$ cat src/rtl/keccak_xif_sched.sv
// keccak_xif_sched: in-order X-interface offload queue that sequences committed Keccak instructions onto the core.
module keccak_xif_sched #(
  parameter int DEPTH     = 4,
  parameter int ID_W      = 4,
  parameter int NUM_WORDS = 50
) (
  input  logic            clk_i,
  input  logic            rst_i,
  input  logic            issue_valid_i,
  output logic            issue_ready_o,
  input  logic [ID_W-1:0] issue_id_i,
  input  logic [1:0]      issue_op_i,
  input  logic [5:0]      issue_addr_i,
  input  logic [31:0]     issue_data_i,
  input  logic            commit_valid_i,
  input  logic [ID_W-1:0] commit_id_i,
  input  logic            commit_kill_i,
  output logic            core_we_o,
  output logic [5:0]      core_addr_o,
  output logic [31:0]     core_wdata_o,
  input  logic [31:0]     core_rdata_i,
  output logic            core_start_o,
  input  logic            core_done_i,
  output logic            result_valid_o,
  input  logic            result_ready_i,
  output logic [ID_W-1:0] result_id_o,
  output logic [31:0]     result_data_o,
  output logic            result_we_o
);
  localparam int PW = $clog2(DEPTH);
  localparam logic [2:0] IDLE = 3'd0, EXEC = 3'd1, RDLAT = 3'd2, WAIT = 3'd3, RSP = 3'd4;
  localparam logic [1:0] OP_LOAD = 2'b00, OP_START = 2'b01, OP_READ = 2'b10;
  logic [2:0]      state;
  logic [ID_W-1:0] q_id   [DEPTH];
  logic [1:0]      q_op   [DEPTH];
  logic [5:0]      q_addr [DEPTH];
  logic [31:0]     q_data [DEPTH];
  logic [DEPTH-1:0] q_vld, q_cmt, q_kill;
  logic [PW-1:0]   rd_ptr, wr_ptr;
  logic [PW:0]     count;
  logic            push, pop, h_cmt, h_kill, h_go, in_range, rsp_set;
  logic [ID_W-1:0] h_id;
  logic [1:0]      h_op;
  logic [5:0]      h_addr;
  logic [31:0]     h_data;
  assign h_id     = q_id[rd_ptr];
  assign h_op     = q_op[rd_ptr];
  assign h_addr   = q_addr[rd_ptr];
  assign h_data   = q_data[rd_ptr];
  assign h_cmt    = q_vld[rd_ptr] && q_cmt[rd_ptr];
  assign h_kill   = q_kill[rd_ptr];
  assign h_go     = state == IDLE && h_cmt && !h_kill;
  assign in_range = int'(h_addr) < NUM_WORDS;
  assign issue_ready_o = !rst_i && count < (PW+1)'(DEPTH);
  assign push = issue_valid_i && issue_ready_o;
  assign pop  = (state == IDLE && h_cmt && h_kill) || (state == RSP && result_ready_i);
  // A result is produced on leaving EXEC (LOAD/reserved), RDLAT, or WAIT on done.
  assign rsp_set = (state == EXEC && h_op != OP_START && h_op != OP_READ) || state == RDLAT ||
                   (state == WAIT && core_done_i);
  always_ff @(posedge clk_i) begin
    if (rst_i) begin
      q_vld  <= '0;
      q_cmt  <= '0;
      q_kill <= '0;
      rd_ptr <= '0;
      wr_ptr <= '0;
      count  <= '0;
    end else begin
      if (push) begin
        q_id[wr_ptr]   <= issue_id_i;
        q_op[wr_ptr]   <= issue_op_i;
        q_addr[wr_ptr] <= issue_addr_i;
        q_data[wr_ptr] <= issue_data_i;
        q_vld[wr_ptr]  <= 1'b1;
        q_cmt[wr_ptr]  <= commit_valid_i && commit_id_i == issue_id_i;
        q_kill[wr_ptr] <= commit_valid_i && commit_id_i == issue_id_i && commit_kill_i;
        wr_ptr         <= wr_ptr + 1'b1;
      end
      for (int i = 0; i < DEPTH; i++)
        if (commit_valid_i && q_vld[i] && q_id[i] == commit_id_i) begin
          q_cmt[i]  <= 1'b1;
          q_kill[i] <= q_kill[i] | commit_kill_i;
        end
      if (pop) begin
        q_vld[rd_ptr] <= 1'b0;
        rd_ptr        <= rd_ptr + 1'b1;
      end
      count <= count + (PW+1)'(push) - (PW+1)'(pop);
    end
  end
  always_ff @(posedge clk_i) begin
    if (rst_i) begin
      state          <= IDLE;
      core_we_o      <= 1'b0;
      core_addr_o    <= '0;
      core_wdata_o   <= '0;
      core_start_o   <= 1'b0;
      result_valid_o <= 1'b0;
      result_id_o    <= '0;
      result_data_o  <= '0;
      result_we_o    <= 1'b0;
    end else begin
      core_we_o    <= h_go && h_op == OP_LOAD && in_range;
      core_start_o <= h_go && h_op == OP_START;
      core_addr_o  <= h_go ? h_addr : '0;
      core_wdata_o <= h_go && h_op == OP_LOAD ? h_data : '0;
      case (state)
        IDLE:    state <= h_go ? EXEC : IDLE;
        EXEC:    state <= h_op == OP_START ? WAIT : h_op == OP_READ ? RDLAT : RSP;
        RDLAT:   state <= RSP;
        WAIT:    state <= core_done_i ? RSP : WAIT;
        RSP:     state <= result_ready_i ? IDLE : RSP;
        default: state <= IDLE;
      endcase
      if (rsp_set) begin
        result_valid_o <= 1'b1;
        result_id_o    <= h_id;
        result_we_o    <= h_op == OP_READ;
        result_data_o  <= state == RDLAT && in_range ? core_rdata_i : '0;
      end else if (state == RSP && result_ready_i) begin
        result_valid_o <= 1'b0;
        result_id_o    <= '0;
        result_we_o    <= 1'b0;
        result_data_o  <= '0;
      end
    end
  end
endmodule

$ cat config.mk
export PLATFORM = sky130hd
export DESIGN_NAME = keccak_xif_sched
export DESIGN_NICKNAME = d
export VERILOG_FILES = /design/src/rtl/keccak_xif_sched.sv
export SDC_FILE = /design/constraint.sdc
export NUM_CORES = 1
export LEC_CHECK = 0
export CORE_UTILIZATION = 50
export CTS_CLUSTER_SIZE = 8
export DETAILED_ROUTE_END_ITERATION = 8
export DONT_BUFFER_PORTS = 1
export GPL_TIMING_DRIVEN = 0
export HOLD_SLACK_MARGIN = 0.05
export PLACE_DENSITY = 0.75
export SLEW_MARGIN = 30
export SYNTH_ARGS = -nofsm -noshare
export SYNTH_HDL_FRONTEND = slang
export SYNTH_SLANG_ARGS = --single-unit
$ cat constraint.sdc
create_clock -name clk_i -period 3.7 [get_ports clk_i]
set_clock_uncertainty 0.05 [all_clocks]
set_input_delay 0.925 -clock clk_i [delete_from_list [all_inputs] [get_ports clk_i]]
set_output_delay 0.925 -clock clk_i [all_outputs]
set_load 0.02 [all_outputs]
# ---- Word level (Yosys, flattened, before mapping)
# Memories as Yosys holds them, arrays and structs flattened. A register that Yosys moved wholly into a read port is not among the register bits.
# Cells that the tools add are included.
# Widths: inputs -> output; s select.
dict set report totals {
  ff_bits 68
  memories 4
  input_bits 87
  word_cells 144
  output_inout_bits 79
  ram_bits 176
}
# name words width read_ports rd_clocked_by_memory_dff wr line_no
set memory_table {}
lappend memory_table {q_data 4 32 1 1 1 37} ;# logic [31:0] q_data [DEPTH];
lappend memory_table {q_addr 4 6 1 1 1 36} ;# logic [5:0] q_addr [DEPTH];
lappend memory_table {q_id 4 4 5 1 1 34} ;# logic [ID_W-1:0] q_id [DEPTH];
lappend memory_table {q_op 4 2 1 1 1 35} ;# logic [1:0] q_op [DEPTH];
dict set report classes {
  eq_ne 13
  n_addsub 4
  n_bitwise 9
  reduce_logical 40
  n_lt_le_gt_ge 6
  muxes 48
}
# operator count
set op_table {}
lappend op_table {{$mux 32} 3}
lappend op_table {{$mux 4} 7}
lappend op_table {{$logic_and 1x1->1} 26}
lappend op_table {{$eq 4x4->1} 5}
lappend op_table {{$mux 1} 20}
lappend op_table {{$pmux 3 s5} 1}
lappend op_table {{$mux 2} 6}
lappend op_table {{$mux 3} 4}
lappend op_table {{$reduce_bool 2->1} 5}
lappend op_table {{$bwmux 4} 2}
lappend op_table {{$bmux 1 s2} 3}
lappend op_table {{$eq 3x2->1 const B} 2}
lappend op_table {{$lt 2x3->1 const B} 2}
lappend op_table {{$lt 6x6->1 const B} 1}
lappend op_table {{$add 2x1->2 const B} 2}
lappend op_table {{$and 4x4->4} 1}
lappend op_table {{$demux 1 s2} 2}
lappend op_table {{$ge 2x1->1 const B} 2}
lappend op_table {{$not 4->4} 1}
lappend op_table {{$or 1x1->1} 4}
lappend op_table {{$or 4x4->4} 1}
lappend op_table {{$reduce_or 2->1} 2}
lappend op_table {{$add 3x1->3} 1}
lappend op_table {{$eq 3x1->1 const B} 1}
lappend op_table {{12 further kinds} 16}

# ---- Longest topological paths before layout
dict set report logic_depth {
  depth_word 9
  mapped_depth 11
  ltp_nobuf 10
}

# ---- Least setup slack after synthesis
# OpenSTA, ideal clock, no wires.
dict set report synth_timing {
  path_kind {input -> register}
  startpoint {in rst_i}
  endpoint {reg q_kill[0]}
  path_stages 7
  n_path_buf 1
  t_required_ps 3574
  setup_time_ps 76
  slack_ps 554
  t_arrival_ps 3020
  cell_sequence {nor2_1 and2_1 clkbuf_1 nand2_1 inv_1 a21oi_1 o21ai_0}
}
dict set report synth_via {
  elab_chain_cells 4
}
# element line_no
set synth_lines {}
lappend synth_lines {{start: declaration} 8} ;# input logic rst_i,
lappend synth_lines {{$logic_not 1->1} 54} ;# assign issue_ready_o = !rst_i && count < (PW+1)'(DEPTH);
lappend synth_lines {{$logic_and 1x1->1} 54}
lappend synth_lines {{$logic_and 1x1->1} 55} ;# assign push = issue_valid_i && issue_ready_o;
lappend synth_lines {{$reduce_bool 2->1 (no line)} n/a}
lappend synth_lines {{end signal: indexed assignment} 76} ;# q_kill[wr_ptr] <= commit_valid_i && commit_id_i == issue_id_i && commit_kill_i;
lappend synth_lines {{end signal: indexed assignment} 82} ;# q_kill[i] <= q_kill[i] | commit_kill_i;
lappend synth_lines {{end: declaration} 38} ;# logic [DEPTH-1:0] q_vld, q_cmt, q_kill;
# Parallel ways exist; a longest one is shown, timed or not.
# A chain may end at the register's enable or synchronous reset.

==> reports/qor.csv <==
stage,metric,value,unit
synth,yosysTopAreaCellShare,51.1,%
place,dp_hpwl,12500,µm
synth,synth.most_common_cell,edfxtp_1,
cts,clockBufferDepth,3,
finish,fin_nets,744,
flow_run,cap_violations,0,
timing,post-route-period-util,94.4,%
global_route,overflow,0,
timing,max_slew_margin,43.7,%
die,io_pins,166,
global_route,grt_pass1_vias,5705,
global_route,grt_max_degree,25,
die,initial_core_util,51.1,%
die,dieArea,21300,µm²
cts,cts_sinks,278,
detailed_routing,via_per_inst,5.54,
global_route,grt_pass1_wl,30100,µm
synth,synthesis.nets,698,
cts,ctsHoldBuffers,0,
cts,post-cts-setup-buffers,0,
worst_hold_path,hold_path_class,flip-flop to flip-flop,
synth,netlist_area,10300,µm²
finish,drive_above_1_share,21.4,%
worst_setup_path,critPathTopFamily,simple AND/OR/NAND/NOR gates,
timing,slew_viol_final,0,
worst_setup_path,slowest_stage,or4_1,
synth,synth-seq-cells,278,
timing,period_needed,3.49,ns
cts,cts-resized-gates,0,
detailed_routing,ant_nets,0,
detailed_routing,drtIter0Drc,260,
worst_setup_path,cp.required,4.04,ns
synth,ys_seq_area_share,70.8,%
timing,setup_slack,0.206,ns
place,port_buffers,0,
power,leakage,4.05,nW
detailed_routing,wl,19300,µm
worst_setup_path,startpoint_type,flip-flop,
worst_setup_path,worstSetupEndpointType,flip-flop,
worst_setup_path,rr_worst_depth,8,
timing,max_clock_freq,286,MHz
die,die_w,146,µm
global_route,antenna_found_initial,0,
synth,yosys.cell_types.count,48,
detailed_routing,routedWlPerCell,20.4,µm
cts,cts_made_buffers,40,
timing,whs,0.425,ns
worst_setup_path,cp.buffers_inverters,2,
worst_setup_path,critPathMaxFanout,10,
cts,cts-root-buf,clkbuf_16,
worst_setup_path,r2r_end,result_data_o[17],
place,place_ws,0.219,ns
synth,synthTopCellsByArea,"edfxtp_1 (51%), dfxtp_1 (20%), mux4_2 (9.8%)",
place,dpl.cell_count,871,
die,rows,52,
cts,cts.clk_slew.worst_paths,0.05,ns
global_route,grt_usage,18.5,%
worst_setup_path,cp_slowest_stage_delay,0.58,ns
worst_setup_path,cp_data_arrival_time,3.83,ns
power,power.density,574,nW/µm²
synth,synth_ff_type,edfxtp_1,
synth,synth_edf_count,176,
timing,rsz0062_at_grt,no,
finish,fin_cells,942,
timing,tightest_slew,0.844,ns
synth,ys_warn_count,0,
detailed_routing,route.detailed.drc,0,
worst_setup_path,critPathKind,flip-flop to flip-flop,
synth,syn_area_per_cell,17.3,µm²
synth,synthCells,597,
detailed_routing,vias,5217,
cts,tritoncts,yes,
worst_setup_path,cp_cell_sequence,"buf_2, mux4_2, ha_1, or4_1, a21oi_1, nor3_1, clkbuf_1, a22o_1",
worst_hold_path,hold-path-endpoint,q_cmt[2],
synth,async_reset_ff_share,0,%
timing,setup_viol,0,
detailed_routing,firstDrtPassIters,4,
outcome,status,"finished, final reports clean",
place,routabilityCongestion,0.819,
cts,clkLatencyLatePin,0.52,ns
finish,antenna_cells,0,
power,power,0.00685,W
synth,synth_top_area_cell,edfxtp_1,
die,die_y,146,µm
worst_hold_path,hold_depth,2,
finish,syn2layout_area_growth,15.3,%
cts,htreeDepth,2,
synth,ys_top_cells_by_count,"edfxtp_1 (176), dfxtp_1 (102), mux4_2 (45)",
power,vdd_drop_max,0.000400,V
worst_hold_path,hp-start,q_cmt[2],
timing,final_hold_viol_count,0,
die,core-area,20200,µm²
worst_setup_path,r2r_slack,0.21,ns
[worst reg2reg max path, delay by kind of cell, from the launching register on]
family,cells,cell delay [ns]
AO/OA/AOI/OAI,2,0.68
adder cells (fa/ha/maj),1,0.25
buffers and inverters,2,0.63
flip-flops,1,0.39
multiplexers,1,0.57
AND/OR/NAND/NOR,2,0.80
[registers in the layout, summed over array words and instances (netlist names), named ones only]
signal and cells:
core_wdata_o 32, result_we_o 1, q_id 16, q_op 8
result_valid_o 1, core_we_o 1, rd_ptr 2, wr_ptr 2
core_start_o 1, q_vld 4, q_cmt 4, result_data_o 32
result_id_o 4, q_kill 4, core_addr_o 6, count 3
q_data 128, state 3, q_addr 24
[worst max path at each step]
stage                              to  slack, ns  depth (start not counted)
floorplan                   q_kill[0]       0.55                          7
global route        result_data_o[17]       0.01                          8
global placement            q_kill[1]      -0.50                          7
detailed placement  result_data_o[17]       0.22                          8
CTS                 result_data_o[17]       0.19                          8
finish              result_data_o[17]       0.21                          8
[where the power goes]
part	internal, W	switching (W)	leakage (nW)
Sequential	0.00338	0.0000225	2.42
Clock	0.00202	0.00123	0.546
Combinational	0.0000853	0.000103	1.09
[routing by layer]
metal  track usage (%)  share of wire (%)  up-vias  routed length, µm
met3              6.21                8.9       37               1720
li1                  -                  -     2351                  -
met5                 0                  0        -                  0
met1              21.6                 39     2604               7460
met4              7.37                2.1        0                410
met2              31.4                 50      225               9670
[metrics by stage]
stage,cell area [µm²],util (%),setup TNS [ns]
after floorplan,10300,-,0
after detailed placement,10800,53.2,0
after global routing,11900,58.9,0
after CTS,11900,58.9,0
after global placement,10700,52.8,-74.80
final,11900,58.9,0
[kinds of logic (layout without fill, tap and decap cells)]
| family | Yosys count | in the layout | synth area share, % |
|---|---|---|---|
| buffers and inverters | 54 | 129 | 2.46 |
| adder cells (fa/ha/maj) | 14 | 14 | 1.77 |
| XOR/XNOR | 21 | 21 | 1.78 |
| AND/OR/NAND/NOR | 109 | 109 | 7.86 |
| flip-flops | 278 | 278 | 70.8 |
| multiplexers | 50 | 50 | 10.3 |
| AO/OA/AOI/OAI | 71 | 71 | 5.01 |
[cell usage in the layout, fill, tap and decap left out, types with 8 or more instances in the layout]
cell type,count
xnor2_1,9
nor2b_1,12
dfxtp_1,102
nand2_1,23
clkbuf_16,40
o21ai_0,9
inv_1,19
nor2_1,17
a21oi_1,17
clkbuf_1,44
nor2b_4,29
a22o_1,32
edfxtp_1,176
xor2_1,12
mux4_2,45
ha_1,13
nand3_1,8
[area by class of cell]
| cell class | count | area, µm² |
|---|---|---|
| Inverter | 24 | 103 |
| Tap cell | 270 | 338 |
| Fill cell | 1510 | 8310 |
| Clock inverter | 3 | 47.5 |
| Timing Repair Buffer | 4 | 80.1 |
| Multi-Input combinational cell | 265 | 2760 |
| Clock buffer | 68 | 1110 |
| Buffer | 30 | 163 |
| Sequential cell | 278 | 7330 |
Note: power is estimated with default switching activity, not from simulation.
